<file path="config.mk">
export PLATFORM = sky130hd
export DESIGN_NAME = base_sat_cnt
export DESIGN_NICKNAME = d
export VERILOG_FILES = /design/src/rtl/base_sat_cnt.sv
export SDC_FILE = /design/constraint.sdc
export NUM_CORES = 1
export LEC_CHECK = 0
export CORE_AREA = 2 2 39 41
export DETAILED_ROUTE_END_ITERATION = 7
export DIE_AREA = 0 0 41 43
export GPL_TIMING_DRIVEN = 0
export PLACE_DENSITY = 0.67
export REMOVE_ABC_BUFFERS = 1
export SYNTH_ARGS = -nofsm -noshare
export SYNTH_HDL_FRONTEND = slang
export SYNTH_SLANG_ARGS = --single-unit
</file>
<file path="constraint.sdc">
create_clock -name i_clk -period 1.4 [get_ports i_clk]
set_clock_uncertainty 0.05 [all_clocks]
set_input_delay 0.28 -clock i_clk [delete_from_list [all_inputs] [get_ports i_clk]]
set_output_delay 0.28 -clock i_clk [all_outputs]
set_load 0.01 [all_outputs]
</file>
<file path="src/rtl/base_sat_cnt.sv">
// Saturating up-counter with synchronous clear; clear and increment together yield 1.
module base_sat_cnt #(
  parameter int cwidth = 8
) (
  input  logic              i_clk,
  input  logic              i_reset_n,
  input  logic              i_clr,
  input  logic              i_inc,
  output logic [cwidth-1:0] o_cnt
);

  logic [cwidth-1:0] cnt_reg;
  logic [cwidth-1:0] cnt_next;

  always_comb begin
    cnt_next = cnt_reg;
    if (i_clr && i_inc)
      cnt_next = {{(cwidth-1){1'b0}}, 1'b1};
    else if (i_clr)
      cnt_next = '0;
    else if (i_inc && (cnt_reg != '1))
      cnt_next = cnt_reg + 1'b1;
  end

  always_ff @(posedge i_clk or negedge i_reset_n) begin
    if (!i_reset_n)
      cnt_reg <= '0;
    else
      cnt_reg <= cnt_next;
  end

  assign o_cnt = cnt_reg;

endmodule

</file>
==> metrics.cfg, run 1 <==
[global_routing]
grt_overflow_total=0
track_usage=0.152
grt_first_pass_wirelength_um=1790
antenna_found_initial=0
grt_max_degree=14
grt_pass1_vias=415

[sta]
hold_viol_final=0
period_minus_slack_ns=1.43
min_period_over_period=1.02
setup_viol=1
tightestPinTransition_ns=0.448
slew_headroom=0.701
worst_slack_ns=-0.0267
fmax_ghz=0.701
rsz0062_at_grt=true
fin_tns_setup_ns=-0.0267
slew_viol_final=0

[worst_hold_path]
hold_class=primary input to async pin

[pwr]
peakVddDrop_uv=464
power_density_nw_per_um2=757
power.leakage_uw=0.000326

[route]
drt_iter0_markers=8
drc=0
dr.pass1.iters=3
via_count=475
ant_nets=0
routed_via_density=5.52
routed-wl-met3_um=47
wl_met2_um=534
wl_met1_um=560
avgRoutedWirePerCell_um=13.7
dr.max_layer_used=met4
drt_wl_total_um=1180

[floorplan]
die_w_um=41
coreArea_um2=1380
rows=14
die_area_um2=1760
ioPinCount=12
start_util=0.369
die_h_um=43

[final_layout]
n_antenna_cell=0
drive_gt1_frac=0.343
final_common_cell=buf_4
multi_input_area_um2=310
layout.nets=77
area_delta_synth_final_pct=40.0
design_area_um2=714
largest_reg_flops=8
layout_common_cells=buf_4 (9), dlygate4sd2_1 (7), dfrtp_1 (5)
nFillCells=143
seqCellArea_um2=204

[critical_path]
cp_data_arrival_time_ns=1.51
max_stage_delay_ns=0.44
cpLargestDelayFamily=flip-flops
crit_required_ns=1.49
cp.buffers_inverters=0
worstSetupPathType=flip-flop to flip-flop
cp-end-kind=flip-flop
path_max_fanout=8
worstRegToRegCells=4
crit_chain=ha_4 > and4_4 > a21oi_2 > mux2_4
cp_num_cells=4
startpoint_type=flip-flop
slowest_stage=dfrtp_2
worst-r2r-setup-slack_ns=-0.03

[run_status]
outcome=finished with violations
violations=negative setup slack

[placed_design]
dpl_cell_area_um2=613
dp_hpwl_um=742
portBuffers=11
dpl_worst_slack_ns=-0.390
gp_congestion=0.749

[clocking]
clk_pin_slew_ns=0.05
numCtsBuffers=3
htree_levels=1
clk_path_buf_depth=2
clkSinkCount=8
cts_tree=built
insertion_delay_ns=0.25
root_buffer=clkbuf_4

[run]
drv_cap=0

[synthesis]
syn_avg_cell_area_um2=9.82
ys_top_cells_by_area=dfrtp_1 (39%), nor3b_1 (4.4%), a31oi_1 (3.7%)
ys_ff_latch=8
yosysSeqAreaShare=0.392
netlist.area_leader.share=0.392
netlist_instances=52
yosysUniqueCellTypes=29
synth-warning-count=0
synth_area_leader_cell=dfrtp_1
syn_area_um2=510

cell type report:
| type | instances | area share |
|---|---|---|
| repair buffers | 19 | 0.215 |
| inverters | 1 | 0.00525 |
| clock buffers | 3 | 0.0315 |
| well taps | 16 | 0.0280 |
| flip-flops and latches | 8 | 0.285 |
| multi-input cells | 39 | 0.434 |
through the flow:
step	cells	hold WS (ns)	power [µW]	util
floorplan	48	-0.0656	287	-
global placement	75	0.542	331	0.443
detailed placement	75	0.552	332	0.443
CTS	83	0.274	526	0.493
global route	86	0.294	576	0.516
finish	86	0.261	541	0.516
Yosys cell counts:
master    instances
nand4b_1          1
a21oi_1           2
inv_1             1
o21bai_1          2
buf_6             1
mux2i_1           1
and4_1            2
nand2_1           1
dfrtp_1           8
buf_4             1
nor3_1            2
a211oi_2          1
a211o_1           1
nor2b_1           3
nor3b_1           3
and2_1            1
nor2_1            2
nor4b_1           1
and3_1            1
nand3_1           3
clkbuf_1          1
nand4_1           3
mux2_4            1
a21oi_2           1
nand2b_1          2
mux2_1            1
a31oi_1           3
ha_1              1
buf_2             1
worst paths after layout:
path | start | end
worst max-delay path | o_cnt[0] | o_cnt[3]
max in group asynchronous | i_reset_n | o_cnt[3]
worst max register to register | o_cnt[0] | o_cnt[3]
worst min-delay path | i_reset_n | o_cnt[6]
worst min register to register | o_cnt[2] | o_cnt[2]
min in group i_clk | i_inc | o_cnt[6]
timing repair:
item	4_1_cts	5_1_grt
hold buffers	0	0
pin swaps	0	5
buffers inserted	5	3
resized for setup	18	6
setup endpoints to repair	15	4
report_power, final:
| group | switching (µW) | total [µW] | internal (µW) |
|---|---|---|---|
| clock network | 80.6 | 179 | 98.2 |
| registers | 11.3 | 252 | 241 |
| logic | 48.6 | 110 | 61.2 |
| total | 141 | 541 | 400 |
per-layer routing:
| layer | GRT usage | up-vias |
|---|---|---|
| met4 | 0.0800 | 0 |
| met3 | 0.0471 | 4 |
| met1 | 0.203 | 228 |
| li1 | - | 232 |
| met2 | 0.209 | 11 |
| met5 | 0 | - |
kinds of logic (layout without fill, tap and decap cells):
group / Yosys count / after routing / synth area share
flip-flops: 8 / 8 / 0.392
AO/OA/AOI/OAI: 10 / 10 / 0.145
multiplexers: 3 / 3 / 0.0711
buffers and inverters: 5 / 23 / 0.0613
adder cells (fa/ha/maj): 1 / 1 / 0.0245
AND/OR/NAND/NOR: 25 / 25 / 0.306
Note: power is estimated with default switching activity, not from simulation.
==> inputs of run 2 (changes only) <==
CORE_AREA = 3 3 40 42   (was 2 2 39 41)
CTS_CLUSTER_DIAMETER = 40   (was unset)
DIE_AREA = 0 0 43 45   (was 0 0 41 43)
==> run 2 against run 1 <==
The flow still finishes with violations (negative setup slack). Setup slack improved by 0.015 ns. Clock-buffer cell count unchanged. Wire length increased by 5.0%. Final cell count decreased by 2.3%. Highest routed layer unchanged.
==> metrics.cfg, run 2 (synthesized netlist as in run 1, its figures left out) <==
[clocking]
insertion_delay_ns=0.26  ; about the same
cts_tree=built
numCtsBuffers=3  ; unchanged
clkSinkCount=8  ; unchanged
root_buffer=clkbuf_4
clk_pin_slew_ns=0.06  ; about the same
htree_levels=1  ; unchanged
clk_path_buf_depth=2  ; unchanged

[floorplan]
die_h_um=45  ; +4.7%
die_area_um2=1940  ; +9.8%
rows=13  ; -1
die_w_um=43  ; +4.9%
start_util=0.397  ; +0.0284
coreArea_um2=1280  ; -7.1%
ioPinCount=12  ; unchanged

[pwr]
power_density_nw_per_um2=768  ; +1.5%
p_sw_frac=0.269  ; +0.00953
clkPwrFrac=0.341  ; +0.010
intPower_uw=392  ; -2.1%
p_sw_uw=145  ; +2.8%
combPwrFrac=0.191  ; -0.012
pwr-share-seq=0.468  ; +0.002
power.leakage_uw=0.000320  ; -2.0%
peakVddDrop_uv=533  ; +15%

[sta]
tightestPinTransition_ns=0.407  ; -0.0409 ns
hold_viol_final=0  ; unchanged
slew_viol_final=0  ; unchanged
rsz0062_at_grt=true
hold_slack_ns=0.259  ; -0.00224 ns
setup_viol=1  ; unchanged
fmax_ghz=0.708  ; +1.0%
period_minus_slack_ns=1.41  ; -0.0148 ns
worst_slack_ns=-0.0119  ; +0.0148 ns
slew_headroom=0.728  ; +0.0273
min_period_over_period=1.01  ; -0.0106

[final_layout]
layout_common_cells=dlygate4sd2_1 (7), buf_4 (7), dfrtp_1 (5)
final_cells=84  ; -2.3%
nFillCells=137  ; -4.2%
design_area_um2=698  ; -2.3%
drive_gt1_frac=0.319  ; -0.0240
layout.nets=76  ; -1.3%
largest_reg_flops=8  ; unchanged
n_antenna_cell=0  ; unchanged
area_delta_synth_final_pct=36.8

[route]
drt_iter0_markers=4  ; -4
via_count=491  ; +3.4%
drc=0  ; unchanged
ant_nets=0  ; unchanged
drt_wl_total_um=1240  ; +5.0%
routed_via_density=5.85  ; +5.8%
avgRoutedWirePerCell_um=14.8  ; +7.5%
dr.pass1.iters=4  ; +1

[critical_path]
cp-end-kind=flip-flop
path_max_fanout=8  ; unchanged
worst-r2r-setup-slack_ns=-0.01  ; about the same
cp_data_arrival_time_ns=1.50  ; about the same
crit_required_ns=1.49  ; about the same
startpoint_type=flip-flop
worstSetupPathType=flip-flop to flip-flop

[run_status]
violations=negative setup slack
outcome=finished with violations

[run]
drv_cap=0  ; unchanged

[global_routing]
grt_pass1_vias=463  ; +12%
antenna_found_initial=0  ; unchanged
grt_first_pass_wirelength_um=2080  ; +17%
grt_overflow_total=0  ; unchanged
grt_max_degree=14  ; unchanged
track_usage=0.148  ; -0.00303

[worst_hold_path]
hold_class=primary input to async pin

[placed_design]
gp_congestion=0.752  ; +0.39%
dpl_cell_area_um2=612  ; -0.20%
dpl_worst_slack_ns=-0.367  ; +0.0236 ns
dp_cells=74  ; -1.3%
dp_hpwl_um=754  ; +1.6%
portBuffers=11  ; unchanged

run 2: final timing paths:
kind,start,depth (start not counted),end
setup / recovery,o_cnt[1],4,o_cnt[3]
hold / removal,i_reset_n,1,o_cnt[5]
setup reg to reg,o_cnt[1],4,o_cnt[3]
hold reg to reg,o_cnt[2],2,o_cnt[2]
max in group asynchronous,i_reset_n,1,o_cnt[2]
min in group i_clk,i_inc,3,o_cnt[6]
run 2: worst max-delay path: stages (launching register included):
cell and delay [ns]:
dfrtp_1 0.42, ha_4 0.18, and4_4 0.17, a21oi_2 0.16
mux2_4 0.30
run 2: layout make-up:
cell class	instances	area [µm²]	share of cell area
clock buffer	3	22.5	0.0323
inverter	1	3.75	0.00538
multi-input combinational	39	305	0.437
sequential	8	204	0.292
tap	15	18.8	0.0269
timing repair buffer	18	144	0.206
run 2: layer usage:
metal / wire length [µm] / vias to the layer above / GRT usage
met2: 651 / 11 / 0.222
met5: 0 / - / 0
li1: - / 234 / -
met3: 53 / 2 / 0.0598
met4: 12 / 0 / 0.0783
met1: 522 / 244 / 0.185
run 2: through the flow:
stage                util  power, µW  setup TNS, ns
finish              0.543        536        -0.0119
global route        0.543        565        -0.0869
CTS                 0.537        529        -0.0469
detailed placement  0.476        331          -1.64
global placement    0.476        330          -1.50
floorplan               -        287         -0.386
run 2: repair_timing:
item,CTS,global route
endpoints found under the setup margin,15,6
hold buffers,0,0
buffers inserted,6,1
pin swaps,0,3
resized for setup,19,4
run 2: power by group through the flow:
stage               registers [µW]  logic (µW)  clock network (µW)
floorplan                      261        26.9                   0
global placement               258        71.6                   0
detailed placement             259        72.3                   0
CTS                            247        93.8                 188
global route                   252         115                 198
finish                         251         103                 183
